### config.mk
export PLATFORM = sky130hd
export DESIGN_NAME = irq_sequencer
export DESIGN_NICKNAME = d
export VERILOG_FILES = /design/src/rtl/irq_sequencer.sv
export SDC_FILE = /design/constraint.sdc
export NUM_CORES = 1
export LEC_CHECK = 0
export CAP_MARGIN = 20
export CORE_MARGIN = 1.5
export CORE_UTILIZATION = 36
export CTS_CLUSTER_DIAMETER = 50
export CTS_CLUSTER_SIZE = 30
export DETAILED_ROUTE_END_ITERATION = 10
export GPL_TIMING_DRIVEN = 0
export PLACE_DENSITY = 0.79
export SLEW_MARGIN = 15
export SYNTH_ARGS = -nofsm -noshare
export SYNTH_HDL_FRONTEND = slang
export SYNTH_SLANG_ARGS = --single-unit
### constraint.sdc
create_clock -name clk -period 1.4 [get_ports clk]
set_input_delay 0.21 -clock clk [delete_from_list [all_inputs] [get_ports clk]]
set_output_delay 0.21 -clock clk [all_outputs]
set_load 0.03 [all_outputs]
### src/rtl/irq_sequencer.sv
// Interrupt entry sequencer: waits for a safe MEM-stage point, then issues a one-cycle flush/CSR-trap pulse.
// Optional vectored trap targets when compiled with IRQ_VECTORED_EN (mtvec mode 2'b01).
module irq_sequencer #(
  parameter int XLEN          = 32,
  parameter int CAUSE_W       = 5,
  parameter int WAIT_LIMIT    = 64,
  parameter int SETTLE_CYCLES = 2
) (
  input  logic               clk,
  input  logic               reset_n,
  input  logic               irq_pending,
  input  logic               mie_global,
  input  logic [CAUSE_W-1:0] irq_cause,
  input  logic               mret_type,
  input  logic               branch_hazard,
  input  logic               stall_pipl,
  input  logic               mem_valid,
  input  logic [XLEN-1:0]    mem_pc,
  input  logic [XLEN-1:0]    mtvec,
  output logic               interrupt,
  output logic               trap_pc_sel,
  output logic [XLEN-1:0]    trap_pc,
  output logic               mepc_we,
  output logic [XLEN-1:0]    mepc_wdata,
  output logic               mcause_we,
  output logic [XLEN-1:0]    mcause_wdata,
  output logic               mstatus_trap,
  output logic               busy,
  output logic               irq_starved
);

  typedef enum logic [1:0] {IDLE, WAIT_SAFE, TAKE, SETTLE} state_t;

  localparam int WCW = $clog2(WAIT_LIMIT + 1);
  localparam int SCW = (SETTLE_CYCLES > 1) ? $clog2(SETTLE_CYCLES) : 1;
  localparam logic [WCW-1:0] WAIT_MAX    = WCW'(WAIT_LIMIT);
  localparam logic [WCW-1:0] WAIT_LAST   = WCW'(WAIT_LIMIT - 1);
  localparam logic [SCW-1:0] SETTLE_LAST = SCW'(SETTLE_CYCLES - 1);

  state_t          state, next_state;
  logic [WCW-1:0]  wait_cnt;
  logic [SCW-1:0]  settle_cnt;
  logic [XLEN-1:0] mepc_q, mcause_q, trap_pc_q;
  logic            starved_q;
  logic            irq_req, safe, capture, waiting;
  logic [XLEN-1:0] trap_base, trap_target;

  assign irq_req = irq_pending & mie_global;
  // mret in flight makes the point unsafe, so mret wins over a pending interrupt.
  assign safe    = mem_valid & ~stall_pipl & ~branch_hazard & ~mret_type;
  assign capture = (state == WAIT_SAFE) & irq_req & safe;
  assign waiting = (state == WAIT_SAFE) & irq_req & ~safe;

  assign trap_base = {mtvec[XLEN-1:2], 2'b00};

`ifdef IRQ_VECTORED_EN
  always_comb begin
    trap_target = trap_base;
    if (mtvec[1:0] == 2'b01)
      trap_target = trap_base + (XLEN'(irq_cause) << 2);
  end
`else
  logic unused_mtvec_mode;
  assign unused_mtvec_mode = ^mtvec[1:0];
  assign trap_target       = trap_base;
`endif

  always_ff @(posedge clk or negedge reset_n) begin
    if (!reset_n) state <= IDLE;
    else          state <= next_state;
  end

  always_comb begin
    next_state = state;
    case (state)
      IDLE:      if (irq_req) next_state = WAIT_SAFE;
      WAIT_SAFE: begin
        if (!irq_req)  next_state = IDLE;
        else if (safe) next_state = TAKE;
      end
      TAKE:      next_state = SETTLE;
      SETTLE:    if (settle_cnt == SETTLE_LAST) next_state = IDLE;
      default:   next_state = IDLE;
    endcase
  end

  // Wait counter only runs while held off; any other cycle clears it so each entry starts at zero.
  always_ff @(posedge clk or negedge reset_n) begin
    if (!reset_n) begin
      wait_cnt  <= '0;
      starved_q <= 1'b0;
    end else if (waiting) begin
      if (wait_cnt != WAIT_MAX) wait_cnt <= wait_cnt + WCW'(1);
      if (wait_cnt == WAIT_LAST) starved_q <= 1'b1;
    end else begin
      wait_cnt <= '0;
    end
  end

  always_ff @(posedge clk or negedge reset_n) begin
    if (!reset_n)              settle_cnt <= '0;
    else if (state == SETTLE)  settle_cnt <= settle_cnt + SCW'(1);
    else                       settle_cnt <= '0;
  end

  // Trap data is registered at the safe point and held until the next capture.
  always_ff @(posedge clk or negedge reset_n) begin
    if (!reset_n) begin
      mepc_q    <= '0;
      mcause_q  <= '0;
      trap_pc_q <= '0;
    end else if (capture) begin
      mepc_q    <= mem_pc;
      mcause_q  <= {1'b1, {(XLEN-1-CAUSE_W){1'b0}}, irq_cause};
      trap_pc_q <= trap_target;
    end
  end

  assign interrupt    = (state == TAKE);
  assign trap_pc_sel  = (state == TAKE);
  assign mepc_we      = (state == TAKE);
  assign mcause_we    = (state == TAKE);
  assign mstatus_trap = (state == TAKE);
  assign busy         = (state != IDLE);
  assign irq_starved  = starved_q;
  assign trap_pc      = trap_pc_q;
  assign mepc_wdata   = mepc_q;
  assign mcause_wdata = mcause_q;

endmodule

==> flow_metrics.env <==
export IMPL_leakagePower_nw=3.13
export IMPL_io_pins=180
export IMPL_drtIter0Drc=34
export IMPL_grt_max_degree=45
export IMPL_wl_per_cell_um=14.5
export IMPL_grt_overflow=0
export IMPL_clock_path_buffers=2
export IMPL_synth_area_per_cell_sq_um=14.5
export IMPL_hold_viol_final=0
export IMPL_syn_inst=235
export IMPL_violations="setup timing"
export IMPL_dp_hpwl_um=5530
export IMPL_synthAdderAreaFrac_pct=0.735
export IMPL_skew_ns=0.0142
export IMPL_finalWirelength_um=8140
export IMPL_grt_util_all_layers_pct=15.9
export IMPL_vias_per_cell=4.52
export IMPL_p_total_mw=5.64
export IMPL_pwr_share_comb_pct=21.3
export IMPL_setup_viol_count_final=72
export IMPL_htree_levels=3
export IMPL_crit_arrival_ns=1.79
export IMPL_nets=525
export IMPL_grt_pass1_wl_um=12400
export IMPL_yosysWarnings=0
export IMPL_wl_met3_um=758
export IMPL_antennaDiodeCount=0
export IMPL_die_x_um=100
export IMPL_finalCritPeriodShare_pct=111
export IMPL_die_area_sq_um=10000
export IMPL_end_kind="flop"
export IMPL_synth_xor_xnor_area_share_pct=0.772
export IMPL_grt_pass1_vias=2601
export IMPL_muxShareOfSynthArea_pct=24.3
export IMPL_p_seq_share_pct=44.7
export IMPL_start_util_pct=37.0
export IMPL_layout_cells_non_filler=562
export IMPL_final_cell_mix="dfrtp_1, clkdlybuf4s50_1, dlygate4sd2_1, mux2_2, buf_4"
export IMPL_finalInstanceArea_sq_um=5740
export IMPL_timing_final_crit_period_ns=1.55
export IMPL_cpMaxStageDelayCell="dfrtp_2"
export IMPL_root_buffer="clkbuf_8"
export IMPL_portBuffers=149
export IMPL_holdWs_ns=0.374
export IMPL_postLayoutSetupSlackWorst_ns=-0.149
export IMPL_cts_sinks=79
export IMPL_firstDrtPassIters=4
export IMPL_r2r_slack_ns=-0.15
export IMPL_die_h_um=100
export IMPL_clkPwrFrac_pct=34.1
export IMPL_fmax_mhz=646
export IMPL_worstSetupPathType="flop to flop"
export IMPL_path_cells="and4b_2, nand2_4, buf_12, clkbuf_16, mux2_4"
export IMPL_synth_top_family_by_area="multiplexers"
export IMPL_cts_tree="done"
export IMPL_crit_required_ns=1.64
export IMPL_wl_met2_um=4080
export IMPL_drive_gt1_share_pct=37.3
export IMPL_vias=2541
export IMPL_dp_cells=523
export IMPL_place_congestion=0.740
export IMPL_pwr_density_cell_nw_per_um2=982
export IMPL_area_growth_pct=68.7
export IMPL_fin_util_pct=62.4
export IMPL_synth_seq_area_share_pct=58.1
export IMPL_synth_seq_cells=79
export IMPL_drtAntennaViolNets=0
export IMPL_drc=0
export IMPL_synth_compound_gate_area_share_pct=2.02
export IMPL_clk_transition_reported_paths_ns=0.09
export IMPL_drv_slew=0
export IMPL_drv_cap=0
export IMPL_cp_num_buf_inv=2
export IMPL_cp_start_kind="flop"
export IMPL_clock_latency_ns=0.35
export IMPL_fp_row_count=35
export IMPL_wl_met1_um=3170
export IMPL_synth_simple_gate_area_share_pct=4.96
export IMPL_final_common_cell="dfrtp_1"
export IMPL_dpl_cell_area_sq_um=5160
export IMPL_switching_share_pct=28.1
export IMPL_peakVddDrop_uv=552
export IMPL_core_area_sq_um=9200
export IMPL_cp_top_family="flip-flops"
export IMPL_cts_made_buffers=9
export IMPL_synth_cell_types=30
export IMPL_internal_power_mw=4.05
export IMPL_antenna_found_initial=0
export IMPL_rsz0062_at_grt="yes"
export IMPL_hold_class="primary input to async pin"
export IMPL_status="complete, but fails checks"
export IMPL_syn_area_sq_um=3400
export IMPL_highest_layer="met4"
export IMPL_worstPathMaxFanout=7
export IMPL_max_stage_delay_ns=0.43
export IMPL_switchingPower_mw=1.58
[Yosys cell counts]
cell / n / area [sq um]
dfrtp_1: 79 / 1980
mux2_2: 48 / 541
buf_4: 32 / 240
mux2_4: 19 / 285
nand2_1: 6 / 22.5
a21oi_1: 5 / 25.0
nor2_1: 5 / 18.8
buf_2: 4 / 20.0
o21ai_0: 4 / 20.0
buf_6: 3 / 33.8
inv_1: 3 / 11.3
nand3_1: 3 / 15.0
or3_1: 3 / 18.8
ha_1: 2 / 25.0
nand2b_1: 2 / 12.5
nor3_1: 2 / 10.0
xor2_1: 2 / 17.5
a211oi_1: 1 / 7.51
a21o_1: 1 / 7.51
and4b_1: 1 / 10.0
clkbuf_1: 1 / 3.75
conb_1: 1 / 3.75
nand2_2: 1 / 6.26
nor2b_1: 1 / 6.26
nor3b_1: 1 / 7.51
nor4b_4: 1 / 23.8
o41ai_1: 1 / 8.76
or2_2: 1 / 6.26
or4_4: 1 / 11.3
xnor2_1: 1 / 8.76
[repair_timing]
action | in CTS | in global routing
buffers inserted | 18 | 6
cloned | 2 | 2
resized for setup | 137 | 20
pin swaps | 4 | 1
hold buffers | 1 | 0
endpoints found under the setup margin | 146 | 78
endpoints found under the hold margin | 35 | 0
[logic make-up (layout without fill, tap and decap cells)]
group / count (synthesis) / count (layout)
DFF: 79 / 79
muxes: 67 / 67
buffers and inverters: 43 / 232
and+or+nand+nor: 28 / 28
AOI/OAI and AO/OA: 12 / 12
xor gates and xnor gates: 3 / 3
adders and majority gates: 2 / 2
other: 1 / 28
[flip-flops by register name (all words and copies together) (netlist names), named ones only]
signal	flops
mcause_wdata	6
wait_cnt	7
state	1
settle_cnt	1
trap_pc	30
irq_starved	1
mepc_wdata	32
[final timing paths]
check                                 from        endpoint  depth (start not counted)
worst max-delay path                  flop      trap_pc[9]                          5
worst min-delay path               reset_n   mepc_wdata[4]                          2
worst max register to register        flop      trap_pc[9]                          5
worst min register to register  settle_cnt      settle_cnt                          1
max in group asynchronous          reset_n  mepc_wdata[17]                          3
min in group clk                settle_cnt      settle_cnt                          1
[per-stage QoR]
stage,worst slack (ns),setup TNS [ns]
after global routing,-0.180,-10.76
after detailed placement,-0.597,-37.27
final,-0.149,-7.60
after CTS,-0.211,-7.72
after global placement,-2.62,-243.98
after floorplan,-0.116,-2.58
[routing by layer]
layer  vias up  track usage, %
met2       123            27.1
li1       1170               -
met4         0            5.53
met3        12            5.78
met1      1236            18.5
met5         -               0
[power groups by stage]
| stage | Clock (mW) | Combinational, mW | Sequential, mW |
|---|---|---|---|
| 5_1_grt | 2.08 | 1.27 | 2.54 |
| 2_1_floorplan | 0 | 0.341 | 2.89 |
| 4_1_cts | 1.98 | 1.20 | 2.52 |
| 3_5_place_dp | 0 | 1.29 | 2.57 |
| 3_3_place_gp | 0 | 1.27 | 2.56 |
| 6_report | 1.92 | 1.20 | 2.52 |
[layout make-up]
| cell class | instances | area (sq um) |
|---|---|---|
| Fill cell | 770 | 3450 |
| Sequential cell | 79 | 1980 |
| Timing Repair Buffer | 178 | 1760 |
| Multi-Input combinational cell | 140 | 1290 |
| Buffer | 35 | 333 |
| Tap cell | 111 | 139 |
| Clock buffer | 10 | 138 |
| Clock inverter | 6 | 91.3 |
| Inverter | 3 | 11.3 |
(Power assumes the default switching activity.)
